File: src/rtl/multi_chan_timer.sv
// N-channel programmable down-counting timer with a shared prescaler,
// per-channel reload, one-shot/auto-reload modes, sticky flags and a masked irq.
module multi_chan_timer #(
  parameter int unsigned WIDTH    = 32,
  parameter int unsigned CHANNELS = 4,
  parameter int unsigned PRESC_W  = 8,
  parameter int unsigned RST_VLU  = 0
) (
  input  logic                        clk,
  input  logic                        rstn,
  input  logic [PRESC_W-1:0]          presc_div,
  input  logic [CHANNELS-1:0]         load,
  input  logic [CHANNELS*WIDTH-1:0]   load_val,
  input  logic [CHANNELS-1:0]         en,
  input  logic [CHANNELS-1:0]         auto_rld,
  input  logic [CHANNELS-1:0]         irq_en,
  input  logic [CHANNELS-1:0]         flag_clr,
  output logic [CHANNELS*WIDTH-1:0]   count,
  output logic [CHANNELS-1:0]         armed,
  output logic [CHANNELS-1:0]         tc_pulse,
  output logic [CHANNELS-1:0]         flag,
  output logic                        irq
);

  localparam logic [WIDTH-1:0] RST_CNT = WIDTH'(RST_VLU);

  logic [PRESC_W-1:0]              presc_cnt;
  logic [PRESC_W-1:0]              presc_nxt;
  logic                            tick;

  logic [CHANNELS-1:0][WIDTH-1:0]  cnt_q;
  logic [CHANNELS-1:0][WIDTH-1:0]  cnt_d;
  logic [CHANNELS-1:0][WIDTH-1:0]  rld_q;
  logic [CHANNELS-1:0][WIDTH-1:0]  rld_d;
  logic [CHANNELS-1:0]             armed_q;
  logic [CHANNELS-1:0]             armed_d;
  logic [CHANNELS-1:0]             tc_q;
  logic [CHANNELS-1:0]             tc_d;
  logic [CHANNELS-1:0]             flag_q;
  logic [CHANNELS-1:0]             flag_d;

  // Shared free-running prescaler; reset to 0 so the first tick follows release.
  always_comb begin
    tick      = (presc_cnt == '0);
    presc_nxt = tick ? presc_div : presc_cnt - PRESC_W'(1);
  end

  always_ff @(posedge clk) begin
    if (!rstn) begin
      presc_cnt <= '0;
    end else begin
      presc_cnt <= presc_nxt;
    end
  end

  // Per-channel next state: load beats an active tick; a tick on 0 is an expire.
  always_comb begin
    cnt_d   = cnt_q;
    rld_d   = rld_q;
    armed_d = armed_q;
    tc_d    = '0;
    flag_d  = flag_q;
    for (int i = 0; i < CHANNELS; i++) begin
      if (load[i]) begin
        rld_d[i]   = load_val[i*WIDTH +: WIDTH];
        cnt_d[i]   = load_val[i*WIDTH +: WIDTH];
        armed_d[i] = 1'b1;
      end else if (tick && en[i] && armed_q[i]) begin
        if (cnt_q[i] != '0) begin
          cnt_d[i] = cnt_q[i] - WIDTH'(1);
        end else begin
          tc_d[i] = 1'b1;
          if (auto_rld[i]) begin
            cnt_d[i] = rld_q[i];
          end else begin
            armed_d[i] = 1'b0;
          end
        end
      end
      flag_d[i] = tc_d[i] | (flag_q[i] & ~flag_clr[i]);
    end
  end

  always_ff @(posedge clk) begin
    if (!rstn) begin
      for (int i = 0; i < CHANNELS; i++) begin
        cnt_q[i] <= RST_CNT;
        rld_q[i] <= RST_CNT;
      end
      armed_q <= '0;
      tc_q    <= '0;
      flag_q  <= '0;
    end else begin
      cnt_q   <= cnt_d;
      rld_q   <= rld_d;
      armed_q <= armed_d;
      tc_q    <= tc_d;
      flag_q  <= flag_d;
    end
  end

  assign count    = cnt_q;
  assign armed    = armed_q;
  assign tc_pulse = tc_q;
  assign flag     = flag_q;
  assign irq      = |(flag_q & irq_en);

endmodule

File: config.mk
export PLATFORM = sky130hd
export DESIGN_NAME = multi_chan_timer
export DESIGN_NICKNAME = d
export VERILOG_FILES = /design/src/rtl/multi_chan_timer.sv
export SDC_FILE = /design/constraint.sdc
export NUM_CORES = 1
export LEC_CHECK = 0
export BUFFER_PORTS_ARGS = -buffer_cell sky130_fd_sc_hd__clkbuf_2
export CORE_ASPECT_RATIO = 1.1
export CORE_UTILIZATION = 50
export CTS_CLUSTER_SIZE = 12
export DETAILED_ROUTE_END_ITERATION = 8
export PLACE_DENSITY = 0.76
export SYNTH_ARGS = -nofsm -noshare
export SYNTH_HDL_FRONTEND = slang
export SYNTH_SLANG_ARGS = --single-unit
File: constraint.sdc
create_clock -name clk -period 3 [get_ports clk]
set_input_delay 0.3 -clock clk [delete_from_list [all_inputs] [get_ports clk]]
set_output_delay 0.3 -clock clk [all_outputs]
set_load 0.02 [all_outputs]
Word level (Yosys, flattened, before mapping). Index checks and enable logic that the tools add are counted.

Add/subtract/negate cells: 5. Equal/unequal tests: 8. Mux-type cells: 45. Bitwise gates (word level): 13. Reduce and logical (&&, ||, !) cells: 30.

Operators with widths (number): two-way mux 32 bit (16); nonzero test 32 bit (4); subtractor 32 x 1 -> 32 bit, second input constant (4); two-way mux 1 bit (28); != test 2 bit, second input constant (8); AND reduction 3 bit (4); nonzero test 3 bit (4); logical AND 1 bit (8); zero test 8 bit (1); two-way mux 8 bit (1); AND reduction 2 bit (4); nonzero test 2 bit (4); subtractor 8 x 1 -> 8 bit, second input constant (1); AND 1 bit (4); AND 4 bit (1); NOT 1 bit (4); OR 1 bit (4); OR reduction 4 bit (1).

Register bits: 276.

Logic depth before layout (Yosys ltp).
Depth in word-level cells: 6. Depth in mapped cells: 11. Depth with buffers taken out: 8.

Worst setup path before layout. Ideal clock, no wire load.

Path type: register -> register. From: register cnt_q, in the netlist count[15]. To: register cnt_q, in the netlist count[25]. Arrival time: 2.720 ns. Data required time: 2.868 ns. Slack: 0.148 ns. Stages on the path, launching flop included: 9. Buffers on the path: 3. Period minus slack after synthesis: 2.852 ns. Cell sequence: dfxtp_1 > or4_4 > or4_4 > or4_4 > buf_6 > buf_6 > o211ai_1 > buf_2 > o22ai_1.

Cells in the longest elaborated chain, start to end: 4.

RTL lines: from (decl) (line 31) `logic [CHANNELS-1:0][WIDTH-1:0] cnt_q;`; from (signal assigned) (line 94) `cnt_q <= cnt_d;`; subtractor 32 x 1 -> 32 bit / nonzero test 32 bit (equally long branches) (line 70, 69); two-way mux 32 bit (line 69) `if (cnt_q[i] != '0) begin`; two-way mux 32 bit (line 68) `end else if (tick && en[i] && armed_q[i]) begin`; two-way mux 32 bit (line 64) `if (load[i]) begin`.

Several ways; a longest one is shown, not always the timed one. The select of a mux whose other input is x is not followed. A chain may end at the register's enable or synchronous reset.

Worst setup path in the final report.
From: register cnt_q, in the netlist count[17]. To: register cnt_q, in the netlist count[5].

Cells in the longest elaborated chain, start to end: 4.

RTL lines (line): nonzero test 32 bit (*) (69); two-way mux 32 bit (69); two-way mux 32 bit (68); two-way mux 32 bit (64).

Mark *: on every way between the ends. The rest lies on a longest branch, timed or not. The select of a mux whose other input is x is not followed.

==> run summary <==
Synthesis produced a netlist with a net count of 1951. The H-tree depth reported by CTS is 1. The total negative slack for setup checks is 0 ps.

The sort of element at the end of the critical path is a flop. The detailed placement HPWL came out at about 33000 um. The number of I/O port buffers is 298.

The worst register-to-register path ends at count[5]$_SDFFE_PN0P_. The highest attainable clock frequency came out at roughly 340 MHz. The number of warning messages in the yosys log came out at 0. After clock tree synthesis, the clock-pin slew on the worst setup and hold paths is approximately 60 ps.

Of the cells placed in the final design, the portion with a size suffix greater than 1 is between 20% and 30%. The initial antenna violation count came out at 4. Ranked by instance count, the synthesized netlist is headed by sky130_fd_sc_hd__dfxtp_1, sky130_fd_sc_hd__nor2_1, sky130_fd_sc_hd__nand2_1. The number of cells on the worst reg-to-reg path came out at 6. The initial core utilization came out at between 50 and 60%. The maximum number of pins on one net before global-route repair came out at 94.

The placement row count is 65. The total of endpoints with negative setup slack in the final report is 0. In this run the worst hold path is classified as primary input to flop. The met2 usage came out at between 50% and 60%. The average footprint of a synthesized cell came out at between 8 and 9 um2. Dividing the detail-routed via count by the number of cells gives roughly 6.1.

Across all layers, the routed design uses around 16000 vias. The cell area that synthesis handed to floorplanning was 14500 um2. The total power density per cell area came out at 579 nW/um2. Combinational logic is responsible for about a quarter of the overall power. The flow ran to the end, and the final reports show no timing, DRC or antenna violations. The vertical die dimension is about 180 um. For this design the top-level I/O count stands at 299. The worst supply voltage drop on vdd is between 0.6 and 0.7 mV. The remaining antenna violation count after routing came out at 0.

The total of flip-flops plus latches after synthesis came out at 276. The worst setup skew after layout is 12.7 ps. The finished cells cover ~19000 um2. The detailed router finished its first iteration with roughly 1400 violations. The most used routing layer in global routing is met2.

The number of standard cells after synthesis is between 1500 and 2000. For the pin with the worst max-slew slack, the measured transition is 830 ps. Yosys mapped the design onto 74 distinct sky130hd cell types. The die outline area came out at slightly below 30000 um2. The sequential cell fraction of total power came out at 39.6%. The all-layer global routing usage came out at about 31%. The internal power is between 7 and 8 mW.

The cell leakage power came out at slightly below 8 nW. Setup repair after global routing left no endpoint under its margin. Buffers inserted during clock tree synthesis total 31. STA puts the critical path data arrival time at between 3000 and 4000 ps.

Across the run, the number of max-cap violations was 0. For this run, global-route usage on met3 was measured as just under 5%. The startpoint identified for the worst register-to-register timing path is count[17]$_SDFFE_PN0P_. The critical path launch point type is a flop.

The net switching power figure is 3.40 mW. The first global-routing pass estimated ~76000 um of wire. The die width is 164 um.

The origin of the worst setup path is count[17]$_SDFFE_PN0P_. Net switching is 31.8% of the power. The wire length per cell after detailed routing is between 15 and 20 um. The most critical setup path has its endpoint at count[5]$_SDFFE_PN0P_.

The max-slew headroom at the worst pin came out at between 40 and 50%. The overall routed net length is 47800 um. For flop-to-flop paths, the worst setup slack is ~76 ps. The area of the core came out at 28600 um2. After synthesis, the largest area contributor takes up about two fifths of total cell area. The congestion estimate from routability-driven global placement came to ~0.94. Among all cell types in the netlist, the one instantiated most often is sky130_fd_sc_hd__dfxtp_1. The sequential element share of the synthesized area is a little under two fifths.

The synthesis-to-finish area growth came out at 27.4%. Yosys attributes the largest share of cell area to sky130_fd_sc_hd__dfxtp_1, sky130_fd_sc_hd__mux2i_1, sky130_fd_sc_hd__nor2_1. The critical path in this run is classified as flop to flop. Global routing consumed, on the met1 layer, between 30% and 40% of the routing resources. The final critical-path required period came out at between 2000 and 3000 ps. The total count of hold-check failures in the final report came out at 0.

The number of pins exceeding their max-slew limit in the final report is 0. The clock passes through at most 3 buffers. The tree is rooted in a sky130_fd_sc_hd__clkbuf_16.

Clock tree synthesis found a total of 276 sinks. The first-pass iteration count of the detailed router came out at 8. The insertion delay to the later sink of the worst-skew pair is ~570 ps. The total congestion overflow after global routing came out at 0. The share of synthesized registers carrying an async set or reset came out at 0%. After detailed routing, the number of remaining DRC violations is 0. The number of filler cells placed in the layout came out at approximately 2400.

Along the worst path, the maximum fanout reaches 16. The share of the clock period used by the worst path after layout is a little over nine tenths. The clock tree from TritonCTS is done. The library cell with the largest summed area after synthesis is sky130_fd_sc_hd__dfxtp_1. At the worst endpoint, the required time is around 3500 ps.

The total number of nets in the final design came out at ~2300. The portion of total power attributed to the clock network came out at between 30% and 40%. The count of flip-flops with a built-in enable after synthesis is 0. The post-detailed-placement cell area is between 15000 and 20000 um2. The number of global-route vias before repair came to between 10000 and 15000.

Among all flip-flop cells after synthesis, the most frequent one is sky130_fd_sc_hd__dfxtp_1.
flip-flops by register name, summed over array words and instances, names as in the netlist:
register   count
count        128
rld_q        128
presc_cnt      8
armed          4
flag           4
tc_pulse       4
area by class of cell:
type,instances,area [um2],area share (%)
clock buffers,46,922,4.98
repair buffers,461,2970,16.1
well taps,368,460,2.49
multi-input cells,1357,8430,45.5
flip-flops and latches,276,5530,29.9
clock inverters,10,110,0.595
diodes,2,5.00,0.0270
inverters,21,83.8,0.453
power groups by stage:
stage | Sequential (mW) | Clock, mW | Combinational, mW
finish | 4.24 | 3.86 | 2.60
detailed placement | 4.31 | 0 | 2.48
CTS | 4.23 | 3.91 | 2.57
global placement | 4.30 | 0 | 2.42
global route | 4.28 | 4.06 | 2.84
floorplan | 4.41 | 0 | 1.53
layer usage:
metal	wire length [um]	up-vias
met5	17	-
met4	1720	4
met3	3830	151
met2	22800	756
met1	19400	7378
li1	-	7323
critical path, cell delays in order, from the launching register on:
cell and delay (ps):
sky130_fd_sc_hd__dfxtp_1 370, sky130_fd_sc_hd__or4_4 520, sky130_fd_sc_hd__or4_4 530, sky130_fd_sc_hd__or4_4 680, sky130_fd_sc_hd__and3_1 190, sky130_fd_sc_hd__o311a_1 340
sky130_fd_sc_hd__nor3_2 200
cell usage in the layout, fill, tap and decap left out, types with 10 or more instances in the layout:
master	netlist	routed
sky130_fd_sc_hd__clkbuf_2	0	298
sky130_fd_sc_hd__dfxtp_1	276	276
sky130_fd_sc_hd__nor2_1	200	200
sky130_fd_sc_hd__nand2_1	157	157
sky130_fd_sc_hd__mux2i_1	113	113
sky130_fd_sc_hd__a21oi_1	105	104
sky130_fd_sc_hd__o21ai_0	97	97
sky130_fd_sc_hd__buf_4	2	81
sky130_fd_sc_hd__dlygate4sd3_1	0	77
sky130_fd_sc_hd__a22oi_1	66	66
sky130_fd_sc_hd__nor3_1	64	62
sky130_fd_sc_hd__o22ai_1	50	50
sky130_fd_sc_hd__nor4_1	43	43
sky130_fd_sc_hd__a31oi_1	40	40
sky130_fd_sc_hd__xnor2_1	39	39
sky130_fd_sc_hd__xor2_1	34	34
sky130_fd_sc_hd__clkbuf_16	0	31
sky130_fd_sc_hd__nand3_1	30	30
sky130_fd_sc_hd__or3_1	29	29
sky130_fd_sc_hd__and3_1	26	26
sky130_fd_sc_hd__or4_1	21	21
sky130_fd_sc_hd__o211ai_1	20	20
sky130_fd_sc_hd__inv_1	18	18
sky130_fd_sc_hd__nand4_1	18	18
sky130_fd_sc_hd__o31ai_1	15	15
sky130_fd_sc_hd__a211oi_1	14	14
sky130_fd_sc_hd__o32ai_1	13	13
sky130_fd_sc_hd__nor2b_1	11	11
sky130_fd_sc_hd__ha_1	10	10
metrics by stage:
| stage | hold WS, ps | power [mW] | instances | util, % | worst slack [ps] |
|---|---|---|---|---|---|
| floorplan | 429 | 5.94 | 1783 | - | 148 |
| global placement | 450 | 6.72 | 2401 | 58.2 | 253 |
| detailed placement | 451 | 6.79 | 2401 | 58.2 | 156 |
| CTS | 0.839 | 10.7 | 2533 | 64.4 | 114 |
| global route | 6.75 | 11.2 | 2540 | 64.6 | 10.1 |
| finish | 15.1 | 10.7 | 2541 | 64.6 | 76.1 |
kinds of logic (layout without fill, tap and decap cells):
family                     Yosys count  in the layout  synth area share (%)
AOI/OAI and AO/OA                  495            495                  22.0
xor gates and xnor gates            73             73                  4.40
adders and majority gates           10             10                 0.862
buffers and inverters              150            538                  4.14
DFF                                276            276                  38.0
muxes                              118            118                  8.18
other                                0              2                     0
and+or+nand+nor                    661            661                  22.4
worst min path at each step:
stage,from,endpoint,slack [ps],cells past startpoint
4_1_cts,load_val[100],rld_q[100]$_SDFFE_PN0P_,0.8,3
6_report,load_val[83],rld_q[83]$_SDFFE_PN0P_,20,3
3_5_place_dp,rld_q[101]$_SDFFE_PN0P_,rld_q[101]$_SDFFE_PN0P_,450,2
3_3_place_gp,rld_q[101]$_SDFFE_PN0P_,rld_q[101]$_SDFFE_PN0P_,450,2
5_1_grt,load_val[83],rld_q[83]$_SDFFE_PN0P_,7,3
2_1_floorplan,presc_cnt[0]$_SDFF_PN0_,presc_cnt[0]$_SDFF_PN0_,430,1
repair_timing:
action,CTS,global route
hold buffers,76,1
buffers inserted,0,5
setup endpoints to repair,0,14
hold endpoints to repair,82,1
resized for setup,0,4
Power figures use the tool's default switching activity.
